## src/rtl/ex_muldiv_seq.sv

```systemverilog
// Iterative RV32M multiply/divide sequencer for the EX stage.
// Radix-2 shift-add multiply and restoring divide, one step per cycle, pipeline held via stall_o.
module ex_muldiv_seq #(
  parameter int XLEN = 32
) (
  input  logic            clk,
  input  logic            rst,
  input  logic            flush_i,
  input  logic            start_i,
  input  logic [2:0]      funct3_i,
  input  logic [XLEN-1:0] op_a_i,
  input  logic [XLEN-1:0] op_b_i,
  output logic            stall_o,
  output logic            busy_o,
  output logic            done_o,
  output logic [XLEN-1:0] result_o
);

  localparam int CW = $clog2(XLEN);

  typedef enum logic [1:0] {
    IDLE = 2'd0,
    BUSY = 2'd1,
    DONE = 2'd2
  } state_e;

  state_e              state_q, state_d;
  logic [CW-1:0]       count_q, count_d;
  logic [2:0]          funct3_q, funct3_d;
  logic [XLEN-1:0]     opnd_q, opnd_d;
  logic [2*XLEN-1:0]   acc_q, acc_d;
  logic                neg_q, neg_d;
  logic                rem_neg_q, rem_neg_d;
  logic                done_q, done_d;
  logic [XLEN-1:0]     result_q, result_d;

  logic                is_div_in;
  logic                a_signed_in;
  logic                b_signed_in;
  logic                a_neg;
  logic                b_neg;
  logic [XLEN-1:0]     abs_a;
  logic [XLEN-1:0]     abs_b;
  logic                div_overflow;

  logic [XLEN:0]       mul_sum;
  logic [2*XLEN-1:0]   mul_next;
  logic [XLEN:0]       div_sh;
  logic [XLEN:0]       div_diff;
  logic                div_ge;
  logic [2*XLEN-1:0]   div_next;
  logic [2*XLEN-1:0]   step_acc;
  logic [2*XLEN-1:0]   prod_fix;
  logic [XLEN-1:0]     quo_fix;
  logic [XLEN-1:0]     rem_fix;
  logic [XLEN-1:0]     final_result;

  // Operand conditioning: magnitudes plus the signs needed to correct the result.
  always_comb begin
    is_div_in   = funct3_i[2];
    a_signed_in = (funct3_i == 3'b001) || (funct3_i == 3'b010) ||
                  (funct3_i == 3'b100) || (funct3_i == 3'b110);
    b_signed_in = (funct3_i == 3'b001) || (funct3_i == 3'b100) || (funct3_i == 3'b110);
    a_neg       = a_signed_in && op_a_i[XLEN-1];
    b_neg       = b_signed_in && op_b_i[XLEN-1];
    abs_a       = a_neg ? -op_a_i : op_a_i;
    abs_b       = b_neg ? -op_b_i : op_b_i;
    div_overflow = is_div_in && !funct3_i[0] &&
                   (op_a_i == {1'b1, {(XLEN-1){1'b0}}}) && (op_b_i == {XLEN{1'b1}});
  end

  // acc holds {hi, multiplier} for multiply and {remainder, dividend/quotient} for divide.
  always_comb begin
    mul_sum  = {1'b0, acc_q[2*XLEN-1:XLEN]} + (acc_q[0] ? {1'b0, opnd_q} : {(XLEN+1){1'b0}});
    mul_next = {mul_sum, acc_q[XLEN-1:1]};
    div_sh   = {acc_q[2*XLEN-1:XLEN], acc_q[XLEN-1]};
    div_diff = div_sh - {1'b0, opnd_q};
    div_ge   = !div_diff[XLEN];
    div_next = {(div_ge ? div_diff[XLEN-1:0] : div_sh[XLEN-1:0]), acc_q[XLEN-2:0], div_ge};
    step_acc = funct3_q[2] ? div_next : mul_next;
  end

  always_comb begin
    prod_fix = neg_q ? -step_acc : step_acc;
    quo_fix  = neg_q ? -step_acc[XLEN-1:0] : step_acc[XLEN-1:0];
    rem_fix  = rem_neg_q ? -step_acc[2*XLEN-1:XLEN] : step_acc[2*XLEN-1:XLEN];
    case (funct3_q)
      3'b000:         final_result = prod_fix[XLEN-1:0];
      3'b001, 3'b010,
      3'b011:         final_result = prod_fix[2*XLEN-1:XLEN];
      3'b100, 3'b101: final_result = quo_fix;
      default:        final_result = rem_fix;
    endcase
  end

  always_comb begin
    state_d   = state_q;
    count_d   = count_q;
    funct3_d  = funct3_q;
    opnd_d    = opnd_q;
    acc_d     = acc_q;
    neg_d     = neg_q;
    rem_neg_d = rem_neg_q;
    done_d    = 1'b0;
    result_d  = result_q;

    case (state_q)
      IDLE: begin
        if (start_i) begin
          funct3_d  = funct3_i;
          count_d   = '0;
          neg_d     = a_neg ^ b_neg;
          rem_neg_d = a_neg;
          opnd_d    = is_div_in ? abs_b : abs_a;
          acc_d     = {{XLEN{1'b0}}, (is_div_in ? abs_a : abs_b)};
          // Divide-by-zero and signed overflow finish without iterating.
          if (is_div_in && (op_b_i == '0)) begin
            state_d  = DONE;
            done_d   = 1'b1;
            result_d = funct3_i[1] ? op_a_i : {XLEN{1'b1}};
          end else if (div_overflow) begin
            state_d  = DONE;
            done_d   = 1'b1;
            result_d = funct3_i[1] ? {XLEN{1'b0}} : op_a_i;
          end else begin
            state_d = BUSY;
          end
        end
      end
      BUSY: begin
        acc_d   = step_acc;
        count_d = count_q + CW'(1);
        if (count_q == CW'(XLEN-1)) begin
          state_d  = DONE;
          done_d   = 1'b1;
          count_d  = '0;
          result_d = final_result;
        end
      end
      DONE: begin
        state_d = IDLE;
      end
      default: begin
        state_d = IDLE;
      end
    endcase

    if (flush_i) begin
      state_d  = IDLE;
      count_d  = '0;
      done_d   = 1'b0;
      result_d = result_q;
    end
  end

  always_ff @(posedge clk) begin
    if (rst) begin
      state_q   <= IDLE;
      count_q   <= '0;
      funct3_q  <= '0;
      opnd_q    <= '0;
      acc_q     <= '0;
      neg_q     <= 1'b0;
      rem_neg_q <= 1'b0;
      done_q    <= 1'b0;
      result_q  <= '0;
    end else begin
      state_q   <= state_d;
      count_q   <= count_d;
      funct3_q  <= funct3_d;
      opnd_q    <= opnd_d;
      acc_q     <= acc_d;
      neg_q     <= neg_d;
      rem_neg_q <= rem_neg_d;
      done_q    <= done_d;
      result_q  <= result_d;
    end
  end

  assign stall_o  = ((state_q == IDLE) && start_i) || (state_q == BUSY);
  assign busy_o   = (state_q != IDLE);
  assign done_o   = done_q;
  assign result_o = result_q;

endmodule

```

## config.mk

```make
export PLATFORM = sky130hd
export DESIGN_NAME = ex_muldiv_seq
export DESIGN_NICKNAME = d
export VERILOG_FILES = /design/src/rtl/ex_muldiv_seq.sv
export SDC_FILE = /design/constraint.sdc
export NUM_CORES = 1
export LEC_CHECK = 0
export ABC_AREA = 1
export BUFFER_PORTS_ARGS = -buffer_cell sky130_fd_sc_hd__buf_4
export CORE_MARGIN = 5
export CORE_UTILIZATION = 24
export DETAILED_ROUTE_END_ITERATION = 8
export GPL_TIMING_DRIVEN = 0
export PLACE_DENSITY_LB_ADDON = 0.1
export SLEW_MARGIN = 25
export SYNTH_ARGS = -nofsm -noshare
export SYNTH_HDL_FRONTEND = slang
export SYNTH_SLANG_ARGS = --single-unit
```

## constraint.sdc

```tcl
create_clock -name clk -period 5.11 [get_ports clk]
set_input_delay 1.022 -clock clk [delete_from_list [all_inputs] [get_ports clk]]
set_output_delay 1.022 -clock clk [all_outputs]
set_load 0.005 [all_outputs]
```

# Word-level counts from Yosys, hierarchy flattened
# Cells that the tools add are included.
# Widths: inputs -> output; s select.
dict set report word_totals {
  regBits 141
  out_inout_bits 35
  word_cells 95
}
dict set report op_classes {
  n_addsub 8
  eq_ne 16
  mux 33
  bitwise_logic 2
  reduce_logical 27
}
# cell count
set op_table {}
lappend op_table {{$mux 32} 14}
lappend op_table {{$mux 64} 3}
lappend op_table {{$neg 32->32} 4}
lappend op_table {{$pmux 64 s2} 1}
lappend op_table {{$pmux 32 s3} 1}
lappend op_table {{$eq 32x32->1 const B} 2}
lappend op_table {{$neg 64->64} 1}
lappend op_table {{$pmux 32 s2} 1}
lappend op_table {{$add 32x32->33} 1}
lappend op_table {{$sub 33x32->33} 1}
lappend op_table {{$logic_not 32->1} 1}
lappend op_table {{$eq 3x3->1 const B} 4}
lappend op_table {{$mux 5} 2}
lappend op_table {{$pmux 5 s2} 1}
lappend op_table {{$eq 3x2->1 const B} 3}
lappend op_table {{$mux 2} 4}
lappend op_table {{$logic_and 1x1->1} 7}
lappend op_table {{$eq 3x1->1 const B} 2}
lappend op_table {{$logic_or 1x1->1} 6}
lappend op_table {{$reduce_and 2->1} 3}
lappend op_table {{$add 5x1->5 const B} 1}
lappend op_table {{$eq 5x5->1 const B} 1}
lappend op_table {{$reduce_and 5->1} 1}
lappend op_table {{$mux 1} 4}
lappend op_table {{other kinds (13)} 17}

# Logic depth before layout (Yosys ltp)
dict set report depth {
  word_depth 9
  ltp_mapped 37
  depth_no_buf 36
}

# Worst setup path after synthesis
# No wires, ideal clock.
dict set report synth_timing {
  path_kind {register to register}
  start {register acc_q[31]}
  end {register result_q[22], in the netlist result_o[22]}
  setup_time_ns 0.119
  t_arrival_ns 3.877
  t_required_ns 4.991
  path_slack_ns 1.114
  path_stages_with_launch 37
  n_path_buf 1
  synth_period_minus_slack_ns 3.996
  cell_sequence {dfxtp_1 -> inv_1 -> ha_1 -> inv_1 -> fa_1 -> nand2_1 -> nand2_1 -> nand3_1 -> nand2_2 -> nand2_1 -> nand2_2 -> nand2_4 -> nand2_4 -> nand2_4 -> nand2_8 -> buf_6 -> a21boi_4 -> ha_1 -> nand2_1 -> nor2_1 -> nand2_1 -> inv_2 -> nand3_2 -> nor2_2 -> nand4_2 -> nor2_4 -> nand3_1 -> nor2_1 -> nand2_1 -> nand2_1 -> nand2_1 -> nor2_1 -> nand2_1 -> nand3_1 -> nand3_1 -> nand2_1 -> a21oi_1}
}
dict set report synth_between {
  elab_chain_cells 8
  word_cells_on_any_way 13
  classes_between {4 x add/sub; 8 x mux; 1 x reduce/logical}
}
# item line_no
set synth_rtl {}
lappend synth_rtl {{start: declaration} 31} ;# logic [2*XLEN-1:0] acc_q, acc_d;
lappend synth_rtl {{start signal: assignment} 162} ;# acc_q <= '0;
lappend synth_rtl {{start signal: assignment} 172} ;# acc_q <= acc_d;
lappend synth_rtl {{$sub 33x32->33} 77} ;# div_diff = div_sh - {1'b0, opnd_q};
lappend synth_rtl {{$mux 32 or $logic_not 1->1 (tied branches)} {79, 78}}
lappend synth_rtl {{$mux 64 (*)} 80} ;# step_acc = funct3_q[2] ? div_next : mul_next;
lappend synth_rtl {{$neg 64->64, or another cell as far along} 84} ;# prod_fix = neg_q ? -step_acc : step_acc;
lappend synth_rtl {{$mux 64, or another cell as far along} 84}
lappend synth_rtl {{$pmux 32 s3 (*)} 87} ;# case (funct3_q)
lappend synth_rtl {{$mux 32 (*)} 133} ;# if (count_q == CW'(XLEN-1)) begin
lappend synth_rtl {{$pmux 32 s2 (*)} 107} ;# case (state_q)
lappend synth_rtl {{end signal: assignment} 176} ;# result_q <= result_d;
lappend synth_rtl {{end: declaration} 35} ;# logic [XLEN-1:0] result_q, result_d;
# Mark *: on every way between the ends. The rest lies on a longest branch, timed or not. The select of a mux whose other input is x is not followed.
# A chain may end at the register's enable or synchronous reset.

# Worst setup path in the final report
dict set report layout_timing {
  start {register opnd_q[3]}
  end {register result_q[16], in the netlist result_o[16]}
}
dict set report layout_between {
  elab_chain_cells 8
  word_cells_on_any_way 15
  classes_between {5 x add/sub; 9 x mux; 1 x reduce/logical}
}
# item line_no
set layout_rtl {}
lappend layout_rtl {{start: declaration} 30} ;# logic [XLEN-1:0] opnd_q, opnd_d;
lappend layout_rtl {{start signal: assignment} 171} ;# opnd_q <= opnd_d;
lappend layout_rtl {{$sub 33x32->33 or $mux 32 (tied branches)} {77, 74}}
lappend layout_rtl {{$mux 32, or another cell as far along} 79} ;# div_next = {(div_ge ? div_diff[XLEN-1:0] : div_sh[XLEN-1:0]), acc_q[XLEN-2:0], div_ge};
lappend layout_rtl {{$mux 64 (*)} 80}
lappend layout_rtl {{$neg 64->64, or another cell as far along} 84}
lappend layout_rtl {{$mux 64, or another cell as far along} 84}
lappend layout_rtl {{$pmux 32 s3 (*)} 87}
lappend layout_rtl {{$mux 32 (*)} 133}
lappend layout_rtl {{$pmux 32 s2 (*)} 107}
# Marks and branches as above.

==> metrics <==
Post-Layout Cell Count=4325; highest achievable clock rate=206 MHz; Die H=281 microns; design area=0.0204 sq mm; Gate Count Post-Synth=3222; Port Buffers=104; worst-path fanout max=10; gp weighted congestion=0.971; post-route clock period utilization=94.8%; #FFs+latches synth=141; Vias=21.8k; Worst Max-Slew Pin Slew=1060 ps; Max Transition Viols Final=0; Area Growth Syn to Fin=15.5%; Inserted Diodes=0; Core Rows=99; share of the synthesized area in the top cell type=21.5%; CTS H-tree lvls=4; Yosys top cell by area=nand2_1; Post-Syn Area per Cell=5.48 sq um; drt wl/cell=23.9 microns; all-layer global routing usage=25.4%; starting density of the core=24.2%; CP Launch Point=opnd_q[3]$_SDFFE_PP0P_; clock skew=24.4 ps; CTS Buffer Depth=2; Finish-stage setup viols=0; fillcell total=8529; Via density=5.04; Tot Pwr=4660 uW; share of post-route cells with drive strength above 1=8.91%; LEAKAGE=0.0101 uW; WHS=467 ps; MaxCap Viol Count=0; ranking of synthesized cells by area=nand2_1 22%, dfxtp_1 16%, inv_1 9.4%, nor2_1 7.1%, nand3_1 6.9%; RSZ-0062 raised after global routing=no; Data arrival, critical path=5250 ps; Clock transition at path regs=70 ps; Post-DP HPWL=87.0 mm; total gr overflow=0; Tmin final=4850 ps; DP Area=0.0196 sq mm; VDD IR max=0.258 mV; HP Class=reg -> reg; power density cells=229 mW/mm^2; syn_nets=3366; status=finished, final reports clean; initial antenna violation count=0; core area=0.0730 sq mm; Routed WL=103 mm; CP required=5510 ps; worst r2r src=opnd_q[3]$_SDFFE_PP0P_; number of synthesized flops with an enable pin=0; die area=0.0791 sq mm; Layout Nets=3498; library cells used by synthesis=62; vias in the first global route=20.7k; Worst setup SP type=register; Routed Antenna Nets=0; 1st-pass router iterations=7; hold_sp=count_q[3]$_SDFFE_PP0P_; # hold bufs at CTS=0; Synth Warn #=0; CTS Buf Count=17; ys flop type=dfxtp_1; first-pass GRT wire length=147 mm; critical path class=reg -> reg; I/O pin count=106; worst-skew pair later-pin latency=490 ps; Die Wd=281 microns; largest net degree at the start of global routing=17; clock sinks=141; CTS root buf=clkbuf_16; # DRC=0; CTS tree=yes; dpl cells=4285; final hold violation count=0; Worst Setup End Kind=register; synthesized cell area=0.0177 sq mm; initial DRC count=2114; fraction of registers with async set or reset after synthesis=0%; setup_tns=0 ps; Slew HR=29.1%; sequential area share after synthesis=16.0%
[cell type report]
type	instances	area (sq um)	area share (%)
Clock inverter	10	106	0.521
Multi-Input combinational cell	2504	12700	62.1
Timing Repair Buffer	115	863	4.23
Buffer	118	544	2.67
Sequential cell	141	2830	13.9
Tap cell	959	1200	5.88
Inverter	457	1720	8.41
Clock buffer	21	470	2.31
[cell usage after synthesis, drive strengths merged, types with 2 or more instances]
cell	n
o21ai	200
and2	4
o211ai	16
o22ai	22
xnor2	15
clkbuf	73
buf	47
a31oi	46
inv	455
ha	71
a21boi	4
nor3	40
o21a	9
fa	2
nor2	348
o31ai	5
nor4	12
xor2	85
o221ai	12
clkinv	2
a21oi	199
dfxtp	141
or2	14
o21bai	18
nand3b	17
a221o	2
a22oi	5
nand4	36
a211oi	2
a221oi	12
nand3	253
a21o	5
nand2	1039
o2111ai	7
[cells in the final DEF (no fill, tap or decap), types with 71 or more instances in the layout]
master       n
xor2_1      84
nand3_1    238
inv_1      439
nor2_1     331
dfxtp_1    137
o21ai_0    170
a21oi_1    195
nand2_1   1007
clkbuf_1    71
buf_4      119
[metal layers]
metal / share of wire, % / vias up / global-route usage, %
met5: 0 / - / 0
met1: 43 / 10227 / 33.0
met3: 5.8 / 140 / 3.39
met4: 4.5 / 0 / 9.86
li1: - / 10657 / -
met2: 47 / 765 / 42.7
[where the power goes]
group          switching, uW  total, uW  internal, uW
sequential              70.7       1230          1160
clock                    586       1300           713
combinational           1550       2140           583
[logic make-up after synthesis]
| kind of cell | Yosys count | synth area share, % |
|---|---|---|
| AOI/OAI and AO/OA | 565 | 18.5 |
| DFF | 141 | 16.0 |
| and+or+nand+nor | 1766 | 42.4 |
| buffers and inverters | 577 | 12.9 |
| adders and majority gates | 73 | 5.26 |
| xor gates and xnor gates | 100 | 4.96 |
[state kept, by name, summed over array words and instances, names as in the netlist]
name,cells
opnd_q,32
acc_q,64
state_q,2
neg_q,1
done_o,1
result_o,32
funct3_q,3
rem_neg_q,1
count_q,5
[through the flow]
stage | utilization, % | setup WS (ps)
finish | 28.0 | 264
global placement | 26.9 | -809
CTS | 27.8 | -22.7
floorplan | - | 1110
global route | 28.0 | 36.5
detailed placement | 26.9 | -770
[repair_timing]
action / 4_1_cts / 5_1_grt
pin swaps: 4 / 10
setup endpoints to repair: 28 / 29
gates cloned: 0 / 0
buffers inserted: 5 / 6
resized for setup: 17 / 21
[critical path, stage by stage (launching register included)]
cell     delay [ps]
dfxtp_1         610
inv_1           150
ha_1            380
inv_1           110
nand2_1         100
nand3_1         100
nand2_2         110
nand2_2          90
nand2_2          80
nand2_4         140
nand3_4         210
nand2_8         190
buf_12          150
nand2_1          50
nand3_1          90
nand2_2         180
inv_1           180
ha_1            290
inv_1           120
nor2_4          180
nand2_2         130
nand2_2         170
nand2_1         100
xor2_1          330
nand2_1         110
nand3_1         180
nand2_1          70
a21oi_1         140
[worst paths after layout]
kind / to / slack [ps] / cells past startpoint
setup / recovery: result_o[16]$_SDFFE_PP0P_ / 260 / 27
hold / removal: count_q[3]$_SDFFE_PP0P_ / 470 / 2
setup reg to reg: result_o[16]$_SDFFE_PP0P_ / 260 / 27
hold reg to reg: count_q[3]$_SDFFE_PP0P_ / 470 / 2
(Power assumes the default switching activity.)
